$ cat src/rtl/trap_ctrl.sv
// trap_ctrl: N-source edge-triggered trap/interrupt controller with sticky pending bits,
// mask, fixed priority (undef first, then lowest IRQ index), handler tracking and timeout.
`default_nettype none

module trap_ctrl #(
   parameter int N_IRQ   = 4,
   parameter int TIMEOUT = 8
) (
   input  logic             clk,
   input  logic             reset,
   input  logic [N_IRQ-1:0] irq,
   input  logic             undef,
   input  logic             ker,
   input  logic             stall,
   input  logic             mask_we,
   input  logic [N_IRQ-1:0] mask_wdata,
   input  logic             clr_we,
   input  logic [N_IRQ-1:0] clr_mask,
   output logic             Interrupt,
   output logic [7:0]       cause,
   output logic [N_IRQ-1:0] pending,
   output logic             in_handler,
   output logic             err
);

   localparam int              CNT_W    = (TIMEOUT > 1) ? $clog2(TIMEOUT) : 1;
   localparam logic [CNT_W-1:0] CNT_LAST = CNT_W'(TIMEOUT - 1);

   typedef enum logic [1:0] {
      IDLE     = 2'd0,
      TRAP     = 2'd1,
      WAIT_KER = 2'd2,
      HANDLER  = 2'd3
   } state_t;

   state_t           state;
   state_t           state_nx;
   logic [N_IRQ-1:0] irq_q;
   logic [N_IRQ-1:0] mask;
   logic [N_IRQ-1:0] rise;
   logic [N_IRQ-1:0] eligible;
   logic [N_IRQ-1:0] auto_clr;
   logic [N_IRQ-1:0] clr;
   logic [N_IRQ-1:0] pending_nx;
   logic [CNT_W-1:0] cnt;
   logic [CNT_W-1:0] cnt_nx;
   logic [4:0]       win_idx;
   logic [4:0]       acc_idx;
   logic [4:0]       acc_idx_nx;
   logic             acc_irq;
   logic             acc_irq_nx;
   logic [7:0]       cause_nx;
   logic             err_nx;
   logic             intr_nx;
   logic             in_handler_nx;

   assign rise     = irq & ~irq_q;
   assign eligible = pending & mask;

   // Lowest set index wins: scan from the top so the last hit is the smallest index.
   always_comb begin
      win_idx = '0;
      for (int i = N_IRQ - 1; i >= 0; i--) begin
         if (eligible[i]) begin
            win_idx = 5'(i);
         end
      end
   end

   // The accepted IRQ's bit is dropped on the TRAP exit edge; undef traps clear nothing.
   always_comb begin
      auto_clr = '0;
      for (int i = 0; i < N_IRQ; i++) begin
         auto_clr[i] = (state == TRAP) && acc_irq && (acc_idx == 5'(i));
      end
   end

   assign clr        = (clr_we ? clr_mask : '0) | auto_clr;
   assign pending_nx = (pending & ~clr) | rise;

   always_comb begin
      state_nx   = state;
      cnt_nx     = cnt;
      cause_nx   = cause;
      err_nx     = err;
      acc_idx_nx = acc_idx;
      acc_irq_nx = acc_irq;

      case (state)
         IDLE: begin
            if (!stall) begin
               if (undef) begin
                  if (!ker) begin
                     state_nx   = TRAP;
                     cause_nx   = 8'hFF;
                     acc_irq_nx = 1'b0;
                  end else begin
                     err_nx = 1'b1;
                  end
               end else if ((eligible != '0) && !ker) begin
                  state_nx   = TRAP;
                  cause_nx   = {3'b000, win_idx};
                  acc_idx_nx = win_idx;
                  acc_irq_nx = 1'b1;
               end
            end
         end
         TRAP: begin
            state_nx = WAIT_KER;
            cnt_nx   = '0;
         end
         WAIT_KER: begin
            if (ker) begin
               state_nx = HANDLER;
            end else if (cnt == CNT_LAST) begin
               err_nx   = 1'b1;
               state_nx = IDLE;
            end else begin
               cnt_nx = cnt + CNT_W'(1);
            end
         end
         HANDLER: begin
            if (!ker) begin
               state_nx = IDLE;
            end
         end
         default: state_nx = IDLE;
      endcase

      intr_nx       = (state_nx == TRAP);
      in_handler_nx = (state_nx == WAIT_KER) || (state_nx == HANDLER);
   end

   always_ff @(posedge clk or negedge reset) begin
      if (!reset) begin
         state      <= IDLE;
         irq_q      <= '0;
         mask       <= '1;
         pending    <= '0;
         cnt        <= '0;
         cause      <= 8'h00;
         err        <= 1'b0;
         acc_idx    <= '0;
         acc_irq    <= 1'b0;
         Interrupt  <= 1'b0;
         in_handler <= 1'b0;
      end else begin
         state      <= state_nx;
         irq_q      <= irq;
         pending    <= pending_nx;
         cnt        <= cnt_nx;
         cause      <= cause_nx;
         err        <= err_nx;
         acc_idx    <= acc_idx_nx;
         acc_irq    <= acc_irq_nx;
         Interrupt  <= intr_nx;
         in_handler <= in_handler_nx;
         if (mask_we) begin
            mask <= mask_wdata;
         end
      end
   end

`ifndef SYNTHESIS
   a_intr_one_cycle: assert property (@(posedge clk) disable iff (!reset)
      Interrupt |=> !Interrupt);
   a_intr_not_in_handler: assert property (@(posedge clk) disable iff (!reset)
      !(Interrupt && in_handler));
`endif

endmodule

`default_nettype wire

$ cat config.mk
export PLATFORM = sky130hd
export DESIGN_NAME = trap_ctrl
export DESIGN_NICKNAME = d
export VERILOG_FILES = /design/src/rtl/trap_ctrl.sv
export SDC_FILE = /design/constraint.sdc
export NUM_CORES = 1
export LEC_CHECK = 0
export ABC_AREA = 0
export CORE_MARGIN = 8
export CORE_UTILIZATION = 36
export CTS_CLUSTER_DIAMETER = 120
export DETAILED_ROUTE_END_ITERATION = 8
export SYNTH_ARGS = -nofsm -noshare
export SYNTH_HDL_FRONTEND = slang
export SYNTH_SLANG_ARGS = --single-unit
$ cat constraint.sdc
create_clock -name clk -period 1.65 [get_ports clk]
set_input_delay 0.33 -clock clk [delete_from_list [all_inputs] [get_ports clk]]
set_output_delay 0.33 -clock clk [all_outputs]
set_load 0.02 [all_outputs]
==> impl_results.md <==
- Min Tclk post-route: 1590 ps
- Final Hold Fails: 0
- GRT Total Usage: 0.104
- Fraction of registers with async set/reset: 1.00
- IO Pins: 34
- Syn Inst Count: 107
- Post-Synth Simple-Gate Area: 0.125
- Post-CTS setup buffers: 0
- Worst Setup SP: ker
- Actual transition at the worst max-transition pin: about 360 ps
- Row cnt: 20
- Final hold slack: around 350 ps
- CTS tree: built
- RR Endpoint: acc_idx[0]$_DFFE_PN0P_
- Vias per std cell: ~5.0
- DP HPWL: 2030 um
- Fraction of layout cells with a size suffix above 1: 0.167
- Leakage power: 0.709 nW
- Area of the multi-input gates: 442 um^2
- Worst slew margin: 0.754
- Status: finished, final reports clean
- # diodes: 0
- # port buffers: 33
- Post-Syn Area: 1170 um^2
- Max FO, Critical Path: 4
- Largest family of logic cells by synthesized area: compound AO/OA/AOI/OAI gates
- Pin count of the biggest net entering global routing: 27
- Startpoint class of the critical path: input port
- Min-Delay Path Class: in -> async
- Clock buffer count from CTS: 3
- Fillers: 298
- Fin crit share: 0.966
- Height of the die: 73.0 um
- Max Clock Freq: 627 MHz
- Clk pin slew, worst setup/hold paths: 140 ps
- Worst endpoint data arrival time: 1810 ps
- Die X: 73.0 um
- Number of global-route vias before repair: 959
- Final wirelength: 2590 um
- Clk_lat worst skew: 320 ps
- Final Power: 2.18 mW
- Unrepaired setup endpoints after global routing: no
- Pre-antenna DRT Iters: 4
- First-pass GRT wire length: between 4000 and 5000 um
- Adder-cell share of the synthesized area: 0.0214
- Starting density of the core: 0.380
- Synthesis Warnings: 0
- Endpoint class of the critical path: flip-flop
- Clock Sinks: 26
- Grt ovf: 0
- Gpl congestion: 0.806
- Compound-Gate Fraction of Synth Area: 0.170
- Prevailing post-synth register cell: dfrtp_1
- Number of synthesized flops with an enable pin: 0
- CTS root buf: clkbuf_4
- Routed Antenna Nets: 0
- Critical path class: in -> reg
- Distinct cells, synth: 28
- Syn_nets: 128
- Die area: 5330 um^2
- Max_cap viols: 0
- Setup slack, reg-to-reg: 90 ps
- Core ar.: between 3000 and 4000 um^2
- # setup viols final: 0
- Worst flop-to-flop path startpoint: state[0]$_DFF_PN0_
- DRC: 0
- Sequential share of the synthesized area: 0.560
- Worst-case vdd ir drop: 0.692 mV
- DRT iter0 DRCs: 50
- PwrDens: about 1400 nW/um^2
- H-tree depth: 1
- Layout Nets: 166
- Worst path required time: 1860 ps
- Area grow syn2layout: 34.7%
- Mux cell area share after synthesis: 0.0609
- Xor and xnor fraction of the mapped netlist area: 0
- DR WL/cell: 13.8 um
- Initial antenna violation count: 0
- Yosys reg bits: 26
- Worst Reg-to-Reg Cells: 4
- Sequential Area: around 660 um^2
- Max Slew Vio Count: 0
- Skew final: 10.1 ps
- Average size of a mapped cell: around 11 um^2
- Clock Tree Buf Depth: 2
- Via count: 946
- TNS Setup: 0 ps
cell type report:
cell class / count / share of cell area
inverters: 6 / 0.0143
clock buffers: 4 / 0.0167
multi-input cells: 67 / 0.280
flip-flops and latches: 26 / 0.416
repair buffers: 41 / 0.239
well taps: 44 / 0.0349
what timing repair did:
action | CTS | global route
gates cloned | 0 | 0
endpoints found under the setup margin | 13 | 1
hold buffers | 0 | 0
resized for setup | 13 | 1
state kept, by name, summed over array words and instances, names as in the netlist, 2 cells and up:
register,flops
state,2
mask,4
pending,4
acc_idx,2
cause,3
cnt,3
irq_q,4
metrics by stage:
| stage | instances | area, um^2 | util | setup slack, ps |
|---|---|---|---|---|
| 5_1_grt | 188 | 1580 | 0.513 | 10.1 |
| 4_1_cts | 188 | 1580 | 0.512 | 25.6 |
| 2_1_floorplan | 107 | 1170 | - | 157 |
| 3_5_place_dp | 184 | 1570 | 0.509 | -284 |
| 3_3_place_gp | 184 | 1570 | 0.509 | -267 |
| 6_report | 188 | 1580 | 0.513 | 55.8 |
synth_stat cells (2+ instances only):
library cell,count,share of area
mux2_2,5,0.048
nand3_1,2,0.0085
nor3_1,5,0.021
buf_2,2,0.0085
o311ai_0,2,0.015
nand2_1,9,0.029
o21ai_0,9,0.038
a22o_1,6,0.045
o211ai_1,2,0.013
nor2_1,7,0.022
inv_1,6,0.019
a21o_1,2,0.013
ha_1,2,0.021
a21oi_1,6,0.026
dfrtp_1,22,0.47
buf_4,5,0.032
dfstp_2,4,0.090
critical path, stage by stage:
cell,delay (ps)
clkdlybuf4s50_1,420
or4_4,580
nor2_4,120
nand2_2,70
mux2_4,290
cells by family (layout without fill, tap and decap cells):
| kind of cell | count (synthesis) | in the layout |
|---|---|---|
| DFF | 26 | 26 |
| adders and majority gates | 2 | 2 |
| muxes | 6 | 6 |
| AOI/OAI and AO/OA | 30 | 30 |
| buffers and inverters | 14 | 51 |
| and+or+nand+nor | 29 | 29 |
layout by cell type (no fill, tap or decap), types with 2 or more instances in the layout:
master,count
dfrtp_1,22
nor2_1,7
o311ai_0,2
a21o_1,2
nand3_1,2
o211ai_1,2
nor3_1,5
ha_1,2
clkbuf_4,3
clkdlybuf4s50_1,19
buf_4,8
dlygate4sd2_1,13
nand2_1,9
a21oi_1,6
mux2_2,5
inv_1,6
dfstp_2,4
o21ai_0,9
a22o_1,6
layer usage:
layer	up-vias	GRT usage	part of all wire
met5	-	0	0
met4	0	0.0489	0.014
met3	4	0.0302	0.056
met2	21	0.171	0.49
met1	460	0.121	0.44
li1	461	-	-
where the power goes:
| group | leakage (nW) | total (mW) | internal [mW] | switching [mW] |
|---|---|---|---|---|
| clock network | 0.0150 | 0.280 | 0.0945 | 0.185 |
| registers | 0.305 | 0.974 | 0.828 | 0.146 |
| logic | 0.389 | 0.927 | 0.423 | 0.503 |
how the worst max path moves through the flow:
stage / slack (ps) / cells past startpoint / end
2_1_floorplan: 160 / 4 / cause[6]$_DFFE_PN0P_
3_3_place_gp: -270 / 5 / acc_idx[0]$_DFFE_PN0P_
3_5_place_dp: -280 / 5 / acc_idx[0]$_DFFE_PN0P_
4_1_cts: 30 / 1 / in_handler
5_1_grt: 10 / 1 / Interrupt
6_report: 60 / 5 / acc_idx[0]$_DFFE_PN0P_
Note: power is estimated with default switching activity, not from simulation.
